## config.mk

```make
export PLATFORM = sky130hd
export DESIGN_NAME = ad1_sample_sched
export DESIGN_NICKNAME = d
export VERILOG_FILES = /design/src/rtl/ad1_pkg.sv /design/src/rtl/ad1_rr_arbiter.sv /design/src/rtl/ad1_sample_sched.sv
export SDC_FILE = /design/constraint.sdc
export NUM_CORES = 1
export LEC_CHECK = 0
export ABC_AREA = 1
export BUFFER_PORTS_ARGS = -buffer_cell sky130_fd_sc_hd__buf_2
export CAP_MARGIN = 15
export CORE_MARGIN = 2
export CORE_UTILIZATION = 50
export CTS_BUF_LIST = sky130_fd_sc_hd__clkbuf_16
export CTS_CLUSTER_SIZE = 8
export DETAILED_ROUTE_END_ITERATION = 8
export PLACE_DENSITY = 0.72
export SLEW_MARGIN = 10
export SYNTH_ARGS = -nofsm -noshare
export SYNTH_HDL_FRONTEND = slang
export SYNTH_SLANG_ARGS = --single-unit
```

## constraint.sdc

```tcl
create_clock -name s_axi_aclk -period 3.3 [get_ports s_axi_aclk]
set_clock_uncertainty 0.05 [all_clocks]
set_input_delay 0.165 -clock s_axi_aclk [delete_from_list [all_inputs] [get_ports s_axi_aclk]]
set_output_delay 0.165 -clock s_axi_aclk [all_outputs]
set_load 0.01 [all_outputs]
```

## src/rtl/ad1_pkg.sv

```systemverilog
// ad1_pkg: shared types and constants for the Pmod AD1 sample scheduler.
// Frame geometry, result widths and the reserved timer source id.
package ad1_pkg;

    localparam int ID_W      = 4;
    localparam int FRAME_LEN = 16;
    localparam int DATA_W    = 12;

    localparam logic [ID_W-1:0] TIMER_ID = 4'd15;

    typedef enum logic [2:0] {
        ST_IDLE  = 3'd0,
        ST_START = 3'd1,
        ST_SHIFT = 3'd2,
        ST_QUIET = 3'd3,
        ST_OUT   = 3'd4
    } ad1_state_e;

endpackage

```

## src/rtl/ad1_rr_arbiter.sv

```systemverilog
// ad1_rr_arbiter: round-robin grant among external sample requesters.
// The pointer moves to one past the last granted index.
module ad1_rr_arbiter #(
    parameter int NUM_REQ = 2
) (
    input  logic               clk,
    input  logic               rst_n,
    input  logic               i_en,
    input  logic [NUM_REQ-1:0] i_req,
    output logic [NUM_REQ-1:0] o_gnt,
    output logic [3:0]         o_idx
);

    localparam int PW = (NUM_REQ > 1) ? $clog2(NUM_REQ) : 1;

    logic [PW-1:0] r_ptr;
    logic [PW-1:0] w_nptr;
    logic [PW-1:0] w_sel;
    logic          w_found;
    int            w_k;

    // Scan from the pointer, wrapping once, for the first active request
    always_comb begin
        o_gnt   = '0;
        o_idx   = '0;
        w_found = 1'b0;
        w_nptr  = r_ptr;
        w_k     = 0;
        w_sel   = '0;
        for (int i = 0; i < NUM_REQ; i++) begin
            w_k = int'(r_ptr) + i;
            if (w_k >= NUM_REQ) begin
                w_k = w_k - NUM_REQ;
            end
            w_sel = PW'(w_k);
            if (i_en && !w_found && i_req[w_sel]) begin
                w_found      = 1'b1;
                o_gnt[w_sel] = 1'b1;
                o_idx        = 4'(w_k);
                w_nptr       = (w_k == NUM_REQ - 1) ? '0 : PW'(w_k + 1);
            end
        end
    end

    // Advance the pointer only when a grant is actually issued
    always_ff @(posedge clk or negedge rst_n) begin
        if (!rst_n) begin
            r_ptr <= '0;
        end else if (w_found) begin
            r_ptr <= w_nptr;
        end
    end

endmodule

```

## src/rtl/ad1_sample_sched.sv

```systemverilog
// ad1_sample_sched: arbitrates requesters and a periodic timer onto one
// Pmod AD1 converter, runs the serial frame and hands back the result.
module ad1_sample_sched
    import ad1_pkg::*;
#(
    parameter int NUM_REQ   = 2,
    parameter int CLK_DIV   = 4,
    parameter int QUIET_CYC = 8,
    parameter int DUAL_MODE = 1
) (
    input  logic               s_axi_aclk,
    input  logic               s_axi_aresetn,
    input  logic [NUM_REQ-1:0] req,
    output logic [NUM_REQ-1:0] gnt,
    input  logic [15:0]        period,
    output logic               smp_valid,
    input  logic               smp_ready,
    output logic [ID_W-1:0]    smp_id,
    output logic [DATA_W-1:0]  smp_ch0,
    output logic [DATA_W-1:0]  smp_ch1,
    output logic               overrun,
    input  logic               clr_overrun,
    output logic               busy,
    output logic               SCK,
    output logic               CS,
    input  logic               D0,
    input  logic               D1
);

    localparam int DW = (CLK_DIV > 1) ? $clog2(CLK_DIV) : 1;
    localparam int QW = (QUIET_CYC > 1) ? $clog2(QUIET_CYC) : 1;
    localparam int EW = $clog2(FRAME_LEN + 1);

    ad1_state_e        r_state;
    ad1_state_e        w_nxt;
    logic              r_rdy;
    logic [DW-1:0]     r_div;
    logic              r_hi;
    logic [EW-1:0]     r_edges;
    logic [QW-1:0]     r_qcnt;
    logic [DATA_W-1:0] r_sh0;
    logic [DATA_W-1:0] r_sh1;
    logic [DATA_W-1:0] r_ch0;
    logic [DATA_W-1:0] r_ch1;
    logic [ID_W-1:0]   r_src;
    logic [ID_W-1:0]   r_id;
    logic [15:0]       r_tmr;
    logic              r_pend;
    logic              r_ovr;

    logic              w_idle;
    logic              w_take;
    logic              w_tmr_gnt;
    logic              w_arb_en;
    logic              w_div_end;
    logic              w_rise;
    logic              w_shift_done;
    logic              w_q_end;
    logic              w_tick;
    logic [NUM_REQ-1:0] w_arb_gnt;
    logic [3:0]        w_arb_idx;

    assign w_idle       = (r_state == ST_IDLE);
    assign w_take       = w_idle && r_rdy && (r_pend || (|req));
    assign w_tmr_gnt    = w_idle && r_rdy && r_pend;
    assign w_arb_en     = w_idle && r_rdy && !r_pend;
    assign w_div_end    = (r_div == DW'(CLK_DIV - 1));
    assign w_rise       = (r_state == ST_SHIFT) && w_div_end && !r_hi;
    assign w_shift_done = w_div_end && r_hi && (r_edges == EW'(FRAME_LEN));
    assign w_q_end      = (r_qcnt == QW'(QUIET_CYC - 1));
    assign w_tick       = (period != 16'd0) && (r_tmr == 16'd1);

    ad1_rr_arbiter #(
        .NUM_REQ (NUM_REQ)
    ) u_arb (
        .clk   (s_axi_aclk),
        .rst_n (s_axi_aresetn),
        .i_en  (w_arb_en),
        .i_req (req),
        .o_gnt (w_arb_gnt),
        .o_idx (w_arb_idx)
    );

    // State register; r_rdy keeps grants off while reset is held
    always_ff @(posedge s_axi_aclk or negedge s_axi_aresetn) begin
        if (!s_axi_aresetn) begin
            r_state <= ST_IDLE;
            r_rdy   <= 1'b0;
        end else begin
            r_state <= w_nxt;
            r_rdy   <= 1'b1;
        end
    end

    // Next-state decode for one conversion frame
    always_comb begin
        w_nxt = r_state;
        case (r_state)
            ST_IDLE:  if (w_take) w_nxt = ST_START;
            ST_START: w_nxt = ST_SHIFT;
            ST_SHIFT: if (w_shift_done) w_nxt = ST_QUIET;
            ST_QUIET: if (w_q_end) w_nxt = ST_OUT;
            ST_OUT:   if (smp_ready) w_nxt = ST_IDLE;
            default:  w_nxt = ST_IDLE;
        endcase
    end

    // SCK divider, rising-edge count and MSB-first capture of both lines
    always_ff @(posedge s_axi_aclk or negedge s_axi_aresetn) begin
        if (!s_axi_aresetn) begin
            r_div   <= '0;
            r_hi    <= 1'b0;
            r_edges <= '0;
            r_sh0   <= '0;
            r_sh1   <= '0;
        end else if (r_state != ST_SHIFT) begin
            r_div   <= '0;
            r_hi    <= 1'b0;
            r_edges <= '0;
        end else if (w_div_end) begin
            r_div <= '0;
            r_hi  <= ~r_hi;
            if (w_rise) begin
                r_edges <= r_edges + 1'b1;
                r_sh0   <= {r_sh0[DATA_W-2:0], D0};
                r_sh1   <= {r_sh1[DATA_W-2:0], D1};
            end
        end else begin
            r_div <= r_div + 1'b1;
        end
    end

    // Chip-select high time between frames
    always_ff @(posedge s_axi_aclk or negedge s_axi_aresetn) begin
        if (!s_axi_aresetn) begin
            r_qcnt <= '0;
        end else if (r_state != ST_QUIET) begin
            r_qcnt <= '0;
        end else begin
            r_qcnt <= r_qcnt + 1'b1;
        end
    end

    // Source latched at grant, results presented together on entry to OUT
    always_ff @(posedge s_axi_aclk or negedge s_axi_aresetn) begin
        if (!s_axi_aresetn) begin
            r_src <= '0;
            r_id  <= '0;
            r_ch0 <= '0;
            r_ch1 <= '0;
        end else begin
            if (w_take) begin
                r_src <= r_pend ? TIMER_ID : w_arb_idx;
            end
            if ((r_state == ST_QUIET) && w_q_end) begin
                r_id  <= r_src;
                r_ch0 <= r_sh0;
                r_ch1 <= (DUAL_MODE != 0) ? r_sh1 : '0;
            end
        end
    end

    // Period timer; a zero count after reset just loads the period
    always_ff @(posedge s_axi_aclk or negedge s_axi_aresetn) begin
        if (!s_axi_aresetn) begin
            r_tmr <= '0;
        end else if (period != 16'd0) begin
            if (r_tmr <= 16'd1) begin
                r_tmr <= period;
            end else begin
                r_tmr <= r_tmr - 16'd1;
            end
        end
    end

    // Pending tick and sticky overrun when a tick finds one still waiting
    always_ff @(posedge s_axi_aclk or negedge s_axi_aresetn) begin
        if (!s_axi_aresetn) begin
            r_pend <= 1'b0;
            r_ovr  <= 1'b0;
        end else begin
            if (w_tick) begin
                r_pend <= 1'b1;
            end else if (w_tmr_gnt) begin
                r_pend <= 1'b0;
            end
            if (w_tick && r_pend && !w_tmr_gnt) begin
                r_ovr <= 1'b1;
            end else if (clr_overrun) begin
                r_ovr <= 1'b0;
            end
        end
    end

    assign gnt       = w_arb_gnt;
    assign busy      = !w_idle;
    assign smp_valid = (r_state == ST_OUT);
    assign smp_id    = r_id;
    assign smp_ch0   = r_ch0;
    assign smp_ch1   = r_ch1;
    assign overrun   = r_ovr;
    assign CS        = !((r_state == ST_START) || (r_state == ST_SHIFT));
    assign SCK       = !((r_state == ST_SHIFT) && !r_hi);

endmodule

```

==> impl_results.md <==
- Internal power: 1.87 mW
- Later-pin clock latency in the skew report: 0.33 ns
- Placer Congestion: 0.891
- Count leader, synth: nand2_1
- Pwr/cell area: 560 nW/um^2
- Synth Register Bits: 86
- Die area: 9170 sq um
- Reg2Reg Depth: 8
- Mapped cell area: 4210 sq um
- Worst Hold Class: input port to register
- Register area share after synthesis: 51.1%
- Vias in the first global route: 3284
- Drc violations: 0
- Power share of the combinational group: 18.3%
- CTS tree: built
- Syn avg cell area: 8.18 sq um
- Height of the die: 95.8 um
- Dpl hpwl: 6090 um
- Congestion Overflow GR: 0
- Psw: 857 uW
- Drt pass-1 iters: 5
- RSZ-0062 raised after global routing: no
- Final wirelength: 8590 um
- Crit path kind: register to register
- Row count: 33
- Initial DRC count: 158
- CTS Hold Bufs: 2
- Total power: 2.73 mW
- CTS max path bufs: 2
- WHS Path Cells: 3
- Core Area: 8180 sq um
- IO Port Bufs: 58
- Area after DPL: 4570 sq um
- Die Width: 95.8 um
- Initial Util: 51.5%
- Fin. Hold Viols: 0
- Sequential cell area: 2150 sq um
- Startpoint Class: register
- Clock transition at path regs: 0.07 ns
- Syn Inst Count: 515
- Post-CTS Setup Bufs: 0
- Slew Limit Fails: 0
- First-pass GRT wire length: 15000 um
- Synth top area share: 51.1%
- Sw Share: 31.4%
- Utilization after layout: 59.6%
- Dominant cells by area after synthesis: dfrtp_1 51%, nand2_1 12%, inv_1 6.2%, o21ai_0 4.5%, nor2_1 4.4%
- Final setup vio count: 0
- Root buffer cell: clkbuf_16
- Main synth FF type: dfrtp_1
- Fill cells: 756
- GR Util All Layers: 20.6%
- Status: complete, no violations
- Post-synthesis async set-or-reset flop share: 100%
- Setup TNS: 0 ns
- Tmin final: 2.05 ns
- Top Ports: 59
- Most instantiated cells after synthesis: 140 x nand2_1, 86 x dfrtp_1, 69 x inv_1
- DR vias/cell: 5.07
- Fin crit share: 62.2%
- Post-route ant nets: 0
- Antenna diodes: 0
- Max_cap viols: 0
- Area occupied by multi-input gates: 1690 sq um
- Layout Nets: 604
- F_max: 488 MHz
- Slew HR: 43.8%
- Avg WL per Cell: 12.6 um
- Antenna violations before repair: 0
- Clock power share: 35.5%
- Sequential Power Share: 46.2%
- Cell taking the most area after synthesis: dfrtp_1
- Synthesis warning total: 0
- Crit path DAT: 2.22 ns
- Netlist cell types: 37
- Maximum VDD drop: 0.000337 V
- CTS buffer count: 9
- CP max FO: 11
- Deepest level of the CTS H-tree: 3
- CTS sink cnt: 86
- Crit path required time: 3.47 ns
- Lkg Pwr: 2.49 nW
- Final Instance Area: 4870 sq um
- Via count: 3465
- Worst Tran Pin Value: 0.843 ns
- Share of cells above drive strength 1: 17.8%
- Critical path capture point type: register
- Cts repair resizes: 0
- Syn Nets: 546
- Largest net degree at the start of global routing: 51
- Area growth syn-to-layout: 15.6%
- Count of flip-flops with a built-in enable after synthesis: 0
-- power by group through the flow --
stage          registers, mW  clock network [mW]  logic (mW)
2_1_floorplan           1.26                   0       0.367
3_3_place_gp            1.27                   0       0.482
3_5_place_dp            1.28                   0       0.500
4_1_cts                 1.26               0.979       0.505
5_1_grt                 1.28                1.03       0.581
6_report                1.26               0.969       0.499
-- placed cells by master (no fill, tap or decap), types with 2 or more instances in the layout --
master,count
o21ai_0,38
inv_2,2
mux2_2,2
nand3_1,30
inv_6,2
inv_1,69
xor2_1,2
nand2_2,3
nand3b_1,8
nand2_1,140
dlygate4sd3_1,2
dfrtp_1,86
buf_4,5
nand3_2,4
clkbuf_16,9
nand4_1,5
buf_2,57
nor2_1,49
o21ai_2,6
xnor2_1,3
nor2_2,3
a21oi_1,11
ha_1,7
o21ai_1,15
clkinvlp_4,2
nand2_4,2
-- critical path: stages (launching register included) --
cell,delay (ns)
dfrtp_1,0.41
nor2_1,0.17
nand2_1,0.12
nor2_2,0.43
nand2_1,0.33
nand2_4,0.20
a21oi_1,0.08
nand2_1,0.10
nand2_1,0.05
-- flip-flops by register name, indices dropped and copies added (netlist names) --
name / cells
r_tmr: 16
r_sh0: 12
r_sh1: 12
smp_ch0: 12
smp_ch1: 12
r_edges: 5
r_qcnt: 3
r_state: 3
r_div: 2
r_src: 2
smp_id: 2
overrun: 1
r_hi: 1
r_pend: 1
r_rdy: 1
u_arb.r_ptr: 1
-- final timing paths --
path / start / slack, ns / end
worst max-delay path: r_tmr[8] / 1.25 / r_tmr[14]
max in group asynchronous: s_axi_aresetn / 2.15 / r_tmr[13]
worst max register to register: r_tmr[8] / 1.25 / r_tmr[14]
worst min register to register: r_qcnt[0] / 0.38 / r_qcnt[0]
min in group asynchronous: s_axi_aresetn / 0.29 / r_sh1[3]
worst min-delay path: D0 / 0.02 / r_sh0[0]
-- stage by stage --
stage                     cells  setup WS, ns  hold WS [ns]
after floorplan             515          1.69        -0.181
after global placement      665          1.35         0.110
after detailed placement    665          1.29         0.120
after CTS                   683          1.28        0.0225
after global routing        683          1.04        0.0430
final                       683          1.25        0.0227
-- cells by family (layout without fill, tap and decap cells) --
logic type / count (synthesis) / in the layout / synth area share (%)
flops: 86 / 86 / 51.1
compound gates: 75 / 75 / 9.93
simple gates: 250 / 250 / 26.3
buf+inv: 88 / 151 / 8.68
mux: 3 / 3 / 0.802
fa+ha+maj: 7 / 7 / 2.08
other cells: 1 / 1 / 0.0891
xor+xnor: 5 / 5 / 1.04
-- layer usage --
layer  wire [um]  vias up  global-route usage (%)
li1            -     1734                       -
met1        4040     1628                    28.6
met2        4040       93                    33.6
met3         415       10                    2.98
met4         101        0                    6.43
met5           0        -                       0
-- cell type report --
type	instances	share of cell area (%)
flip-flops and latches	86	44.2
well taps	105	2.70
multi-input cells	341	34.8
inverters	71	5.47
clock buffers	9	4.63
clock inverters	7	1.18
repair buffers	64	7.04
No activity file was read; power rests on OpenSTA's default activity.
